--- src/rtl/nfc_buf_arbiter_if.sv ---
// Page-buffer sharing bus: host word port, NAND byte-stream port and RAM port.
// Combinational grant in the request cycle; read data one cycle after the read grant.
// Requesters hold their request until granted; the RAM side never stalls.
interface nfc_buf_arbiter_if #(
  parameter int WIDTH = 16,
  parameter int ADDR  = 4
);
  // host word port
  logic             h_req;
  logic             h_we;
  logic [ADDR-1:0]  h_addr;
  logic [1:0]       h_be;
  logic [WIDTH-1:0] h_wdata;
  logic             h_gnt;
  logic             h_rvalid;
  logic [WIDTH-1:0] h_rdata;
  // NAND byte-stream port
  logic             n_start;
  logic [ADDR:0]    n_ptr_init;
  logic             n_wreq;
  logic [7:0]       n_wbyte;
  logic             n_wgnt;
  logic             n_rreq;
  logic             n_rgnt;
  logic             n_rvalid;
  logic [7:0]       n_rbyte;
  logic             n_wrap;
  // RAM port
  logic [1:0]       ram_write;
  logic [ADDR-1:0]  ram_addr_wr;
  logic [WIDTH-1:0] ram_data_in;
  logic             ram_read;
  logic [ADDR-1:0]  ram_addr_rd;
  logic [WIDTH-1:0] ram_data_out;

  // Requesters plus the RAM model
  modport master (
    output h_req, h_we, h_addr, h_be, h_wdata,
    output n_start, n_ptr_init, n_wreq, n_wbyte, n_rreq,
    output ram_data_out,
    input  h_gnt, h_rvalid, h_rdata,
    input  n_wgnt, n_rgnt, n_rvalid, n_rbyte, n_wrap,
    input  ram_write, ram_addr_wr, ram_data_in, ram_read, ram_addr_rd
  );

  // The arbiter
  modport slave (
    input  h_req, h_we, h_addr, h_be, h_wdata,
    input  n_start, n_ptr_init, n_wreq, n_wbyte, n_rreq,
    input  ram_data_out,
    output h_gnt, h_rvalid, h_rdata,
    output n_wgnt, n_rgnt, n_rvalid, n_rbyte, n_wrap,
    output ram_write, ram_addr_wr, ram_data_in, ram_read, ram_addr_rd
  );
endinterface

--- src/rtl/nfc_buf_arbiter.sv ---
// Shares the NFC page-buffer RAM between host word accesses and NAND byte stream.
// Grants and RAM strobes combinational in cycle N; read data/rvalid in cycle N+1.
// Losers see no grant and must hold their request; independent round-robin per RAM port.
module nfc_buf_arbiter #(
  parameter int WIDTH = 16,
  parameter int ADDR  = 4,
  parameter int DEPTH = 16
) (
  input  logic               clk,
  input  logic               rst,
  nfc_buf_arbiter_if.slave   bus
);

  logic [ADDR:0]   r_ptr;
  logic            r_wlast_nand;
  logic            r_rlast_nand;
  logic            r_h_rvalid;
  logic            r_n_rvalid;
  logic            r_n_rsel;
  logic            r_wrap;

  logic            w_hw_req;
  logic            w_hr_req;
  logic            w_nw_req;
  logic            w_nr_req;
  logic            w_hw_gnt;
  logic            w_hr_gnt;
  logic            w_nw_gnt;
  logic            w_nr_gnt;
  logic [1:0]      w_inc;
  logic [ADDR+1:0] w_ptr_sum;
  logic            w_h_rvalid;
  logic            w_n_rvalid;

  // Request classes; reset blocks everything, n_start blocks the NAND side
  assign w_hw_req = ~rst & bus.h_req & bus.h_we;
  assign w_hr_req = ~rst & bus.h_req & ~bus.h_we;
  assign w_nw_req = ~rst & ~bus.n_start & bus.n_wreq;
  assign w_nr_req = ~rst & ~bus.n_start & bus.n_rreq;

  // Round-robin per port: host wins a conflict when NAND was served last
  assign w_hw_gnt = w_hw_req & (~w_nw_req | r_wlast_nand);
  assign w_nw_gnt = w_nw_req & ~w_hw_gnt;
  assign w_hr_gnt = w_hr_req & (~w_nr_req | r_rlast_nand);
  assign w_nr_gnt = w_nr_req & ~w_hr_gnt;

  // A simultaneous NAND write and read both consume a byte slot
  assign w_inc     = {1'b0, w_nw_gnt} + {1'b0, w_nr_gnt};
  assign w_ptr_sum = {1'b0, r_ptr} + {{ADDR{1'b0}}, w_inc};

  assign bus.h_gnt  = w_hw_gnt | w_hr_gnt;
  assign bus.n_wgnt = w_nw_gnt;
  assign bus.n_rgnt = w_nr_gnt;

  // Reset kills in-flight read returns immediately
  assign w_h_rvalid   = r_h_rvalid & ~rst;
  assign w_n_rvalid   = r_n_rvalid & ~rst;
  assign bus.h_rvalid = w_h_rvalid;
  assign bus.n_rvalid = w_n_rvalid;
  assign bus.h_rdata  = w_h_rvalid ? bus.ram_data_out : '0;
  assign bus.n_rbyte  = w_n_rvalid ? (r_n_rsel ? bus.ram_data_out[15:8] : bus.ram_data_out[7:0]) : 8'h00;
  assign bus.n_wrap   = r_wrap & ~rst;

  // Write-port steering: host word with byte enables, or NAND byte replicated to both lanes
  always_comb begin
    bus.ram_write   = 2'b00;
    bus.ram_addr_wr = '0;
    bus.ram_data_in = '0;
    if (w_hw_gnt) begin
      bus.ram_write   = bus.h_be;
      bus.ram_addr_wr = bus.h_addr;
      bus.ram_data_in = bus.h_wdata;
    end else if (w_nw_gnt) begin
      bus.ram_write   = r_ptr[0] ? 2'b10 : 2'b01;
      bus.ram_addr_wr = r_ptr[ADDR:1];
      bus.ram_data_in = {2{bus.n_wbyte}};
    end
  end

  // Read-port steering: address from host or from the byte pointer's word part
  always_comb begin
    bus.ram_read    = 1'b0;
    bus.ram_addr_rd = '0;
    if (w_hr_gnt) begin
      bus.ram_read    = 1'b1;
      bus.ram_addr_rd = bus.h_addr;
    end else if (w_nr_gnt) begin
      bus.ram_read    = 1'b1;
      bus.ram_addr_rd = r_ptr[ADDR:1];
    end
  end

  // Last-served flags and read-return pipeline
  always_ff @(posedge clk) begin
    if (rst) begin
      r_wlast_nand <= 1'b1;
      r_rlast_nand <= 1'b1;
      r_h_rvalid   <= 1'b0;
      r_n_rvalid   <= 1'b0;
      r_n_rsel     <= 1'b0;
    end else begin
      if (w_hw_gnt)      r_wlast_nand <= 1'b0;
      else if (w_nw_gnt) r_wlast_nand <= 1'b1;
      if (w_hr_gnt)      r_rlast_nand <= 1'b0;
      else if (w_nr_gnt) r_rlast_nand <= 1'b1;
      r_h_rvalid <= w_hr_gnt;
      r_n_rvalid <= w_nr_gnt;
      if (w_nr_gnt) r_n_rsel <= r_ptr[0];
    end
  end

  // Byte pointer: load on n_start, else advance by granted NAND bytes modulo 2*DEPTH
  always_ff @(posedge clk) begin
    if (rst) begin
      r_ptr  <= '0;
      r_wrap <= 1'b0;
    end else if (bus.n_start) begin
      r_ptr  <= bus.n_ptr_init;
      r_wrap <= 1'b0;
    end else begin
      r_ptr  <= w_ptr_sum[ADDR:0];
      r_wrap <= (w_ptr_sum >= (ADDR+2)'(2*DEPTH));
    end
  end

endmodule

--- src/flat_wrapper.sv ---
// flat-port wrapper written by rule: the top's interface ports become plain ports
module nfc_buf_arbiter_flat 
#(
  parameter int WIDTH = 16,
  parameter int ADDR  = 4,
  parameter int DEPTH = 16
)
  (clk, rst, bus_h_req, bus_h_we, bus_h_addr, bus_h_be, bus_h_wdata, bus_n_start, bus_n_ptr_init, bus_n_wreq, bus_n_wbyte, bus_n_rreq, bus_ram_data_out, bus_h_gnt, bus_h_rvalid, bus_h_rdata, bus_n_wgnt, bus_n_rgnt, bus_n_rvalid, bus_n_rbyte, bus_n_wrap, bus_ram_write, bus_ram_addr_wr, bus_ram_data_in, bus_ram_read, bus_ram_addr_rd);
  nfc_buf_arbiter_if #(.WIDTH(WIDTH), .ADDR(ADDR)) bus_i ();
  input  logic clk;
  input  logic rst;
  input wire logic [$bits(bus_i.h_req)-1:0] bus_h_req;
  input wire logic [$bits(bus_i.h_we)-1:0] bus_h_we;
  input wire logic [$bits(bus_i.h_addr)-1:0] bus_h_addr;
  input wire logic [$bits(bus_i.h_be)-1:0] bus_h_be;
  input wire logic [$bits(bus_i.h_wdata)-1:0] bus_h_wdata;
  input wire logic [$bits(bus_i.n_start)-1:0] bus_n_start;
  input wire logic [$bits(bus_i.n_ptr_init)-1:0] bus_n_ptr_init;
  input wire logic [$bits(bus_i.n_wreq)-1:0] bus_n_wreq;
  input wire logic [$bits(bus_i.n_wbyte)-1:0] bus_n_wbyte;
  input wire logic [$bits(bus_i.n_rreq)-1:0] bus_n_rreq;
  input wire logic [$bits(bus_i.ram_data_out)-1:0] bus_ram_data_out;
  output wire logic [$bits(bus_i.h_gnt)-1:0] bus_h_gnt;
  output wire logic [$bits(bus_i.h_rvalid)-1:0] bus_h_rvalid;
  output wire logic [$bits(bus_i.h_rdata)-1:0] bus_h_rdata;
  output wire logic [$bits(bus_i.n_wgnt)-1:0] bus_n_wgnt;
  output wire logic [$bits(bus_i.n_rgnt)-1:0] bus_n_rgnt;
  output wire logic [$bits(bus_i.n_rvalid)-1:0] bus_n_rvalid;
  output wire logic [$bits(bus_i.n_rbyte)-1:0] bus_n_rbyte;
  output wire logic [$bits(bus_i.n_wrap)-1:0] bus_n_wrap;
  output wire logic [$bits(bus_i.ram_write)-1:0] bus_ram_write;
  output wire logic [$bits(bus_i.ram_addr_wr)-1:0] bus_ram_addr_wr;
  output wire logic [$bits(bus_i.ram_data_in)-1:0] bus_ram_data_in;
  output wire logic [$bits(bus_i.ram_read)-1:0] bus_ram_read;
  output wire logic [$bits(bus_i.ram_addr_rd)-1:0] bus_ram_addr_rd;
  assign bus_i.h_req = bus_h_req;
  assign bus_i.h_we = bus_h_we;
  assign bus_i.h_addr = bus_h_addr;
  assign bus_i.h_be = bus_h_be;
  assign bus_i.h_wdata = bus_h_wdata;
  assign bus_i.n_start = bus_n_start;
  assign bus_i.n_ptr_init = bus_n_ptr_init;
  assign bus_i.n_wreq = bus_n_wreq;
  assign bus_i.n_wbyte = bus_n_wbyte;
  assign bus_i.n_rreq = bus_n_rreq;
  assign bus_i.ram_data_out = bus_ram_data_out;
  assign bus_h_gnt = bus_i.h_gnt;
  assign bus_h_rvalid = bus_i.h_rvalid;
  assign bus_h_rdata = bus_i.h_rdata;
  assign bus_n_wgnt = bus_i.n_wgnt;
  assign bus_n_rgnt = bus_i.n_rgnt;
  assign bus_n_rvalid = bus_i.n_rvalid;
  assign bus_n_rbyte = bus_i.n_rbyte;
  assign bus_n_wrap = bus_i.n_wrap;
  assign bus_ram_write = bus_i.ram_write;
  assign bus_ram_addr_wr = bus_i.ram_addr_wr;
  assign bus_ram_data_in = bus_i.ram_data_in;
  assign bus_ram_read = bus_i.ram_read;
  assign bus_ram_addr_rd = bus_i.ram_addr_rd;
  nfc_buf_arbiter #(.WIDTH(WIDTH), .ADDR(ADDR), .DEPTH(DEPTH)) u_core (.clk(clk), .rst(rst), .bus(bus_i));
endmodule
--- config.mk ---
export PLATFORM = sky130hd
export DESIGN_NAME = nfc_buf_arbiter_flat
export DESIGN_NICKNAME = d
export VERILOG_FILES = /design/src/rtl/nfc_buf_arbiter_if.sv /design/src/rtl/nfc_buf_arbiter.sv /design/src/flat_wrapper.sv
export SDC_FILE = /design/constraint.sdc
export NUM_CORES = 1
export LEC_CHECK = 0
export ABC_AREA = 0
export CORE_UTILIZATION = 26
export CTS_BUF_LIST = sky130_fd_sc_hd__clkbuf_16
export DETAILED_ROUTE_END_ITERATION = 16
export PLACE_DENSITY = 0.8
export SYNTH_ARGS = -nofsm -noshare
export SYNTH_HDL_FRONTEND = slang
export SYNTH_SLANG_ARGS = --single-unit
export TNS_END_PERCENT = 20
--- constraint.sdc ---
create_clock -name clk -period 1.51 [get_ports clk]
set_input_delay 0.151 -clock clk [delete_from_list [all_inputs] [get_ports clk]]
set_output_delay 0.151 -clock clk [all_outputs]
set_load 0.02 [all_outputs]
# ---- Word level (Yosys, flattened, before mapping)
# Cells that the tools add are included.
# Widths: inputs -> output; s select.
dict set report op_classes {
  n_addsub 2
  n_lt_le_gt_ge 1
  n_mux 19
  bitwise_logic 23
  reduce_logical 3
}
# cell n
set ops {}
lappend ops {{$mux 16} 3}
lappend ops {{$mux 4} 4}
lappend ops {{$mux 8} 2}
lappend ops {{$and 1x1->1} 13}
lappend ops {{$not 1->1} 7}
lappend ops {{$add 5x2->6} 1}
lappend ops {{$ge 6x6->1 const B} 1}
lappend ops {{$mux 1} 6}
lappend ops {{$mux 2} 3}
lappend ops {{$mux 5} 1}
lappend ops {{$reduce_bool 2->1} 2}
lappend ops {{$or 1x1->1} 3}
lappend ops {{$add 1x1->2} 1}
lappend ops {{$reduce_or 2->1} 1}
dict set report word_totals {
  reg_bits 11
  out_inout_bits 57
}

# ---- Depth between registers and ports, before layout
dict set report depth {
  word_depth 11
  mapped_depth 8
}

# ---- Worst setup path before layout
# No wires, ideal clock.
dict set report synth_path {
  path_kind {input to register}
  start {in bus_n_start}
  end {reg u_core.r_ptr[4]}
  arrival_time_ps 1724
  setup_slack_ps -300
  cell_stages 7
  cell_sequence {nand2b_4 a311oi_4 fa_1 ha_1 nand3_1 xor2_1 a211oi_1}
}
dict set report synth_via {
  elab_chain_cells 11
  elab_cells_between_ends 17
  cone_classes {2 x add/sub; 1 x mux; 14 x bitwise}
}
# item line
set synth_rtl {}
lappend synth_rtl {{start, declared} flat_wrapper.sv:17} ;# input wire logic [$bits(bus_i.n_start)-1:0] bus_n_start;
lappend synth_rtl {{$not 1->1 *} nfc_buf_arbiter.sv:39} ;# assign w_nr_req = ~rst & ~bus.n_start & bus.n_rreq;
lappend synth_rtl {{$and 1x1->1 * (2 in a row)} nfc_buf_arbiter.sv:39}
lappend synth_rtl {{$not 1->1} nfc_buf_arbiter.sv:44} ;# assign w_hr_gnt = w_hr_req & (~w_nr_req | r_rlast_nand);
lappend synth_rtl {{$or 1x1->1} nfc_buf_arbiter.sv:44}
lappend synth_rtl {{$and 1x1->1} nfc_buf_arbiter.sv:44}
lappend synth_rtl {{$not 1->1} nfc_buf_arbiter.sv:45} ;# assign w_nr_gnt = w_nr_req & ~w_hr_gnt;
lappend synth_rtl {{$and 1x1->1 *} nfc_buf_arbiter.sv:45}
lappend synth_rtl {{net bus_n_rgnt} flat_wrapper.sv:27} ;# output wire logic [$bits(bus_i.n_rgnt)-1:0] bus_n_rgnt;
lappend synth_rtl {{$add 1x1->2 *} nfc_buf_arbiter.sv:48} ;# assign w_inc = {1'b0, w_nw_gnt} + {1'b0, w_nr_gnt};
lappend synth_rtl {{$add 5x2->6 *} nfc_buf_arbiter.sv:49} ;# assign w_ptr_sum = {1'b0, r_ptr} + {{ADDR{1'b0}}, w_inc};
lappend synth_rtl {{$mux 5 *} nfc_buf_arbiter.sv:117} ;# end else if (bus.n_start) begin
lappend synth_rtl {{end signal, assigned} nfc_buf_arbiter.sv:118} ;# r_ptr <= bus.n_ptr_init;
lappend synth_rtl {{end signal, assigned} nfc_buf_arbiter.sv:121} ;# r_ptr <= w_ptr_sum[ADDR:0];
lappend synth_rtl {{end, declared} nfc_buf_arbiter.sv:14} ;# logic [ADDR:0] r_ptr;
# The timed path passes the listed nets; every way through them passes the cells marked *.
# A chain may end at the register's enable or synchronous reset.

# ---- Final worst setup path
dict set report layout_path {
  start {reg u_core.r_wlast_nand}
  end {out bus_ram_write[1]}
}
dict set report layout_via {
  elab_chain_cells 6
}
# item line
set layout_rtl {}
lappend layout_rtl {{start, declared} nfc_buf_arbiter.sv:15} ;# logic r_wlast_nand;
lappend layout_rtl {{start signal, assigned} nfc_buf_arbiter.sv:96} ;# r_wlast_nand <= 1'b1;
lappend layout_rtl {{start signal, assigned} nfc_buf_arbiter.sv:102} ;# if (w_hw_gnt) r_wlast_nand <= 1'b0;
lappend layout_rtl {{start signal, assigned} nfc_buf_arbiter.sv:103} ;# else if (w_nw_gnt) r_wlast_nand <= 1'b1;
lappend layout_rtl {{$or 1x1->1 *} nfc_buf_arbiter.sv:42} ;# assign w_hw_gnt = w_hw_req & (~w_nw_req | r_wlast_nand);
lappend layout_rtl {{$and 1x1->1 *} nfc_buf_arbiter.sv:42}
lappend layout_rtl {{$not 1->1} nfc_buf_arbiter.sv:43} ;# assign w_nw_gnt = w_nw_req & ~w_hw_gnt;
lappend layout_rtl {{$and 1x1->1} nfc_buf_arbiter.sv:43}
lappend layout_rtl {{$mux 2} nfc_buf_arbiter.sv:73} ;# end else if (w_nw_gnt) begin
lappend layout_rtl {{$mux 2 *} nfc_buf_arbiter.sv:69} ;# if (w_hw_gnt) begin
lappend layout_rtl {{end, declared} flat_wrapper.sv:31} ;# output wire logic [$bits(bus_i.ram_write)-1:0] bus_ram_write;
# Mark *: on every way between the ends. The rest lies on a longest branch, timed or not.

==> flow_summary.json <==
{
  "outcome": "finished with violations",
  "violations": "setup timing",
  "finalWirelength_um": 4560,
  "cts_num_sinks": 11,
  "place.gp.congestion": 0.833,
  "hold_depth": 3,
  "worstPathArrival_ps": 1550,
  "syn_area_per_cell_um2": 8.99,
  "grt_usage_pct": 18.2,
  "finalClockSkew_ps": 2.13,
  "grt_max_degree": 21,
  "critPathLaunchType": "flop",
  "holdBufCountCts": 0,
  "fp.dieArea_um2": 4480,
  "peakVddDrop_v": 0.000422,
  "core_region_area_um2": 4030,
  "rsz0062_at_grt": "true",
  "synth_mux_area_share_pct": 12.1,
  "syn-instance-count": 122,
  "synth-xor-area-share_pct": 2.39,
  "ios": 115,
  "clock_latency_ps": 240,
  "final-max-slew-violation-count": 0,
  "min_from": "rst",
  "fin_ws_ps": -194,
  "die_w_um": 67.0,
  "nFillCells": 335,
  "drc_errors": 0,
  "via_count": 1515,
  "seq_area_um2": 225,
  "critPathKind": "reg2out",
  "vias_per_cell": 4.76,
  "routedWlPerCell_um": 14.3,
  "drtPass1Iterations": 4,
  "synth_fa_ha_area_share_pct": 5.25,
  "fp-row-count": 23,
  "multiInputGateArea_um2": 877,
  "finalCriticalPeriod_ps": 1700,
  "cts-root-buf": "clkbuf_16",
  "p_sw_share_pct": 28.5,
  "whs_ps": 358,
  "combPwrFrac_pct": 40.5,
  "nets": 331,
  "p_clk_share_pct": 36.0,
  "seqPwrFrac_pct": 23.6,
  "yosysSeqAreaShare_pct": 20.1,
  "syn2layout_area_growth_pct": 142,
  "yosys-top-cells-area": "dfxtp_1 20%, a22o_1 11%, mux2i_1 10%",
  "critPathMaxStageDelay_ps": 350,
  "p_int_w": 0.000983,
  "syn_nets": 184,
  "cp-end-kind": "primary output",
  "slew_headroom_pct": 83.8,
  "globalRouteOverflowTotal": 0,
  "htree_levels": 1,
  "ys_warn_count": 0,
  "p_total_w": 0.00137,
  "cts_buffers": 3,
  "yosysUniqueCellTypes": 28,
  "cp_slowest_cell": "dfxtp_2",
  "die_height_um": 67.0,
  "hold_class": "in2reg",
  "hold_viol": 0,
  "drt_iter0_markers": 28,
  "reg2reg_setup_slack_ps": -160,
  "synth_top_family_by_area": "compound AO/OA/AOI/OAI gates",
  "antenna_found_initial": 0,
  "drtAntennaViolNets": 0,
  "p_leak_nw": 1.27,
  "dpl.hpwl_um": 3360,
  "timing.rr.start": "u_core.r_wlast_nand$_SDFFE_PP1P_",
  "cts_buffer_depth": 2,
  "period_share_pct": 113,
  "reg2regPathDepth": 8,
  "finalSetupViolCount": 29,
  "final_core_util_pct": 65.8,
  "first_global_vias": 1339,
  "p_per_area_nw_per_um2": 518,
  "worst_pin_slew_ps": 243,
  "required_ps": 1360,
  "layout-drive-gt1-share_pct": 41.0,
  "start_util_pct": 27.2,
  "tritoncts": "done",
  "path_max_fanout": 4,
  "yosys.area_share.simple_pct": 21.0,
  "ys_ff_latch": 11,
  "critical_path.cell_chain": "a311oi_4 -> buf_6 -> buf_4 -> ha_1 -> mux2_2 -> buf_2",
  "antenna_cells": 0,
  "synth-compound-area-share_pct": 32.2,
  "r2r_end": "u_core.r_ptr[3]$_SDFF_PP0_",
  "max_cap_viol_count": 0,
  "synth_top_area_share_pct": 20.1,
  "fmax_ghz": 0.587,
  "place.port_buffers": 114,
  "netlist_area_um2": 1100,
  "critPathTopFamily": "buffers and inverters",
  "p_sw_w": 0.000391,
  "grt_pass1_wl_um": 6180,
  "hold_end": "u_core.r_rlast_nand$_SDFFE_PP1P_",
  "cts.clk_slew.worst_paths_ps": 40,
  "cp_num_buf_inv": 3,
  "yosys.area.top_type": "dfxtp_1"
}
==> stage by stage <==
stage	setup slack [ps]	setup TNS (ps)	cell area (um^2)	instances
final	-194	-3250	2650	318
after detailed placement	-835	-39560	2440	299
after floorplan	-246	-801	1130	122
after global placement	-810	-38920	2440	299
after CTS	-225	-1650	2480	312
after global routing	-249	-4780	2650	318
==> cells by family (layout without fill, tap and decap cells) <==
family / Yosys count / count (layout)
simple gates: 42 / 42
compound gates: 37 / 37
xor+xnor: 3 / 3
flops: 11 / 11
mux: 13 / 13
fa+ha+maj: 4 / 4
buf+inv: 12 / 158
==> cell usage after synthesis (all sizes together) <==
cell type	n
mux2i	11
and2	16
a311oi	3
xor2	3
a21oi	4
nand4	1
nand2b	2
mux2	2
o21ai	2
o2111a	2
inv	5
nand3	2
fa	1
buf	6
nor2	13
nand2	5
ha	3
dfxtp	11
nor2b	2
a211oi	2
or2	1
clkbuf	1
a22o	24
==> layer usage <==
layer | global-route usage [%] | up-vias | part of all wire (%) | routed length, um
met5 | 0 | - | 0 | 0
met4 | 3.99 | 0 | 0.39 | 18
met3 | 5.99 | 2 | 10 | 458
met2 | 34.6 | 81 | 52 | 2380
met1 | 19.0 | 692 | 37 | 1700
li1 | - | 740 | - | -
==> timing repair <==
item / 4_1_cts / 5_1_grt
pin swaps: 9 / 10
endpoints found under the setup margin: 64 / 49
gates resized for setup: 182 / 62
setup buffers: 9 / 6
cloned: 0 / 1
==> cell type report <==
cell class | count | area share, %
clock buffer | 3 | 2.83
inverter | 5 | 0.708
timing repair buffer | 149 | 52.4
multi-input combinational | 99 | 33.1
sequential | 11 | 8.50
tap | 50 | 2.36
clock inverter | 1 | 0.142
==> worst min-delay path: stages <==
cell and delay (ps):
clkdlybuf4s15_2 260, inv_2 80, o21ai_0 70
==> flip-flops by register name (all words and copies together) (netlist names) <==
name and cells:
u_core.r_ptr 5, u_core.r_h_rvalid 1, u_core.r_n_rsel 1, u_core.r_n_rvalid 1, u_core.r_rlast_nand 1, u_core.r_wlast_nand 1, u_core.r_wrap 1
==> power by group through the flow <==
stage / clock [W] / sequential (W) / combinational, W
after global placement: 0 / 0.000328 / 0.000510
after floorplan: 0 / 0.000326 / 0.000204
after detailed placement: 0 / 0.000329 / 0.000517
after CTS: 0.000491 / 0.000323 / 0.000503
after global routing: 0.000510 / 0.000327 / 0.000587
final: 0.000494 / 0.000324 / 0.000556
==> worst max path at each step <==
stage	start	endpoint	slack (ps)	cells past startpoint
final	u_core.r_wlast_nand$_SDFFE_PP1P_	bus_ram_write[1]	-190	6
after global routing	u_core.r_wlast_nand$_SDFFE_PP1P_	u_core.r_ptr[4]$_SDFF_PP0_	-250	8
after CTS	u_core.r_wlast_nand$_SDFFE_PP1P_	u_core.r_ptr[4]$_SDFF_PP0_	-230	8
after detailed placement	rst	u_core.r_ptr[4]$_SDFF_PP0_	-830	8
after global placement	bus_n_start	bus_ram_data_in[10]	-810	6
after floorplan	rst	u_core.r_ptr[4]$_SDFF_PP0_	-250	7
==> placed cells by master (no fill, tap or decap), types with 2 or more instances in the layout <==
cell type,Yosys,final
a211oi_1,2,2
a21oi_1,4,4
a22o_1,14,14
a22o_2,10,6
a22o_4,0,4
a311oi_4,2,2
and2_1,16,16
buf_12,0,2
buf_2,2,6
buf_4,0,29
buf_6,4,26
clkbuf_16,0,4
clkbuf_2,0,11
clkdlybuf4s15_2,0,3
clkdlybuf4s50_1,0,52
dfxtp_1,11,9
dlygate4sd2_1,0,18
ha_4,0,2
inv_1,5,5
mux2i_1,11,11
nand2_1,5,4
nand2b_4,2,2
nand3_2,0,2
nor2_1,13,13
nor2b_1,2,2
o2111a_2,1,2
xor2_1,3,3
No activity file was read; power rests on OpenSTA's default activity.
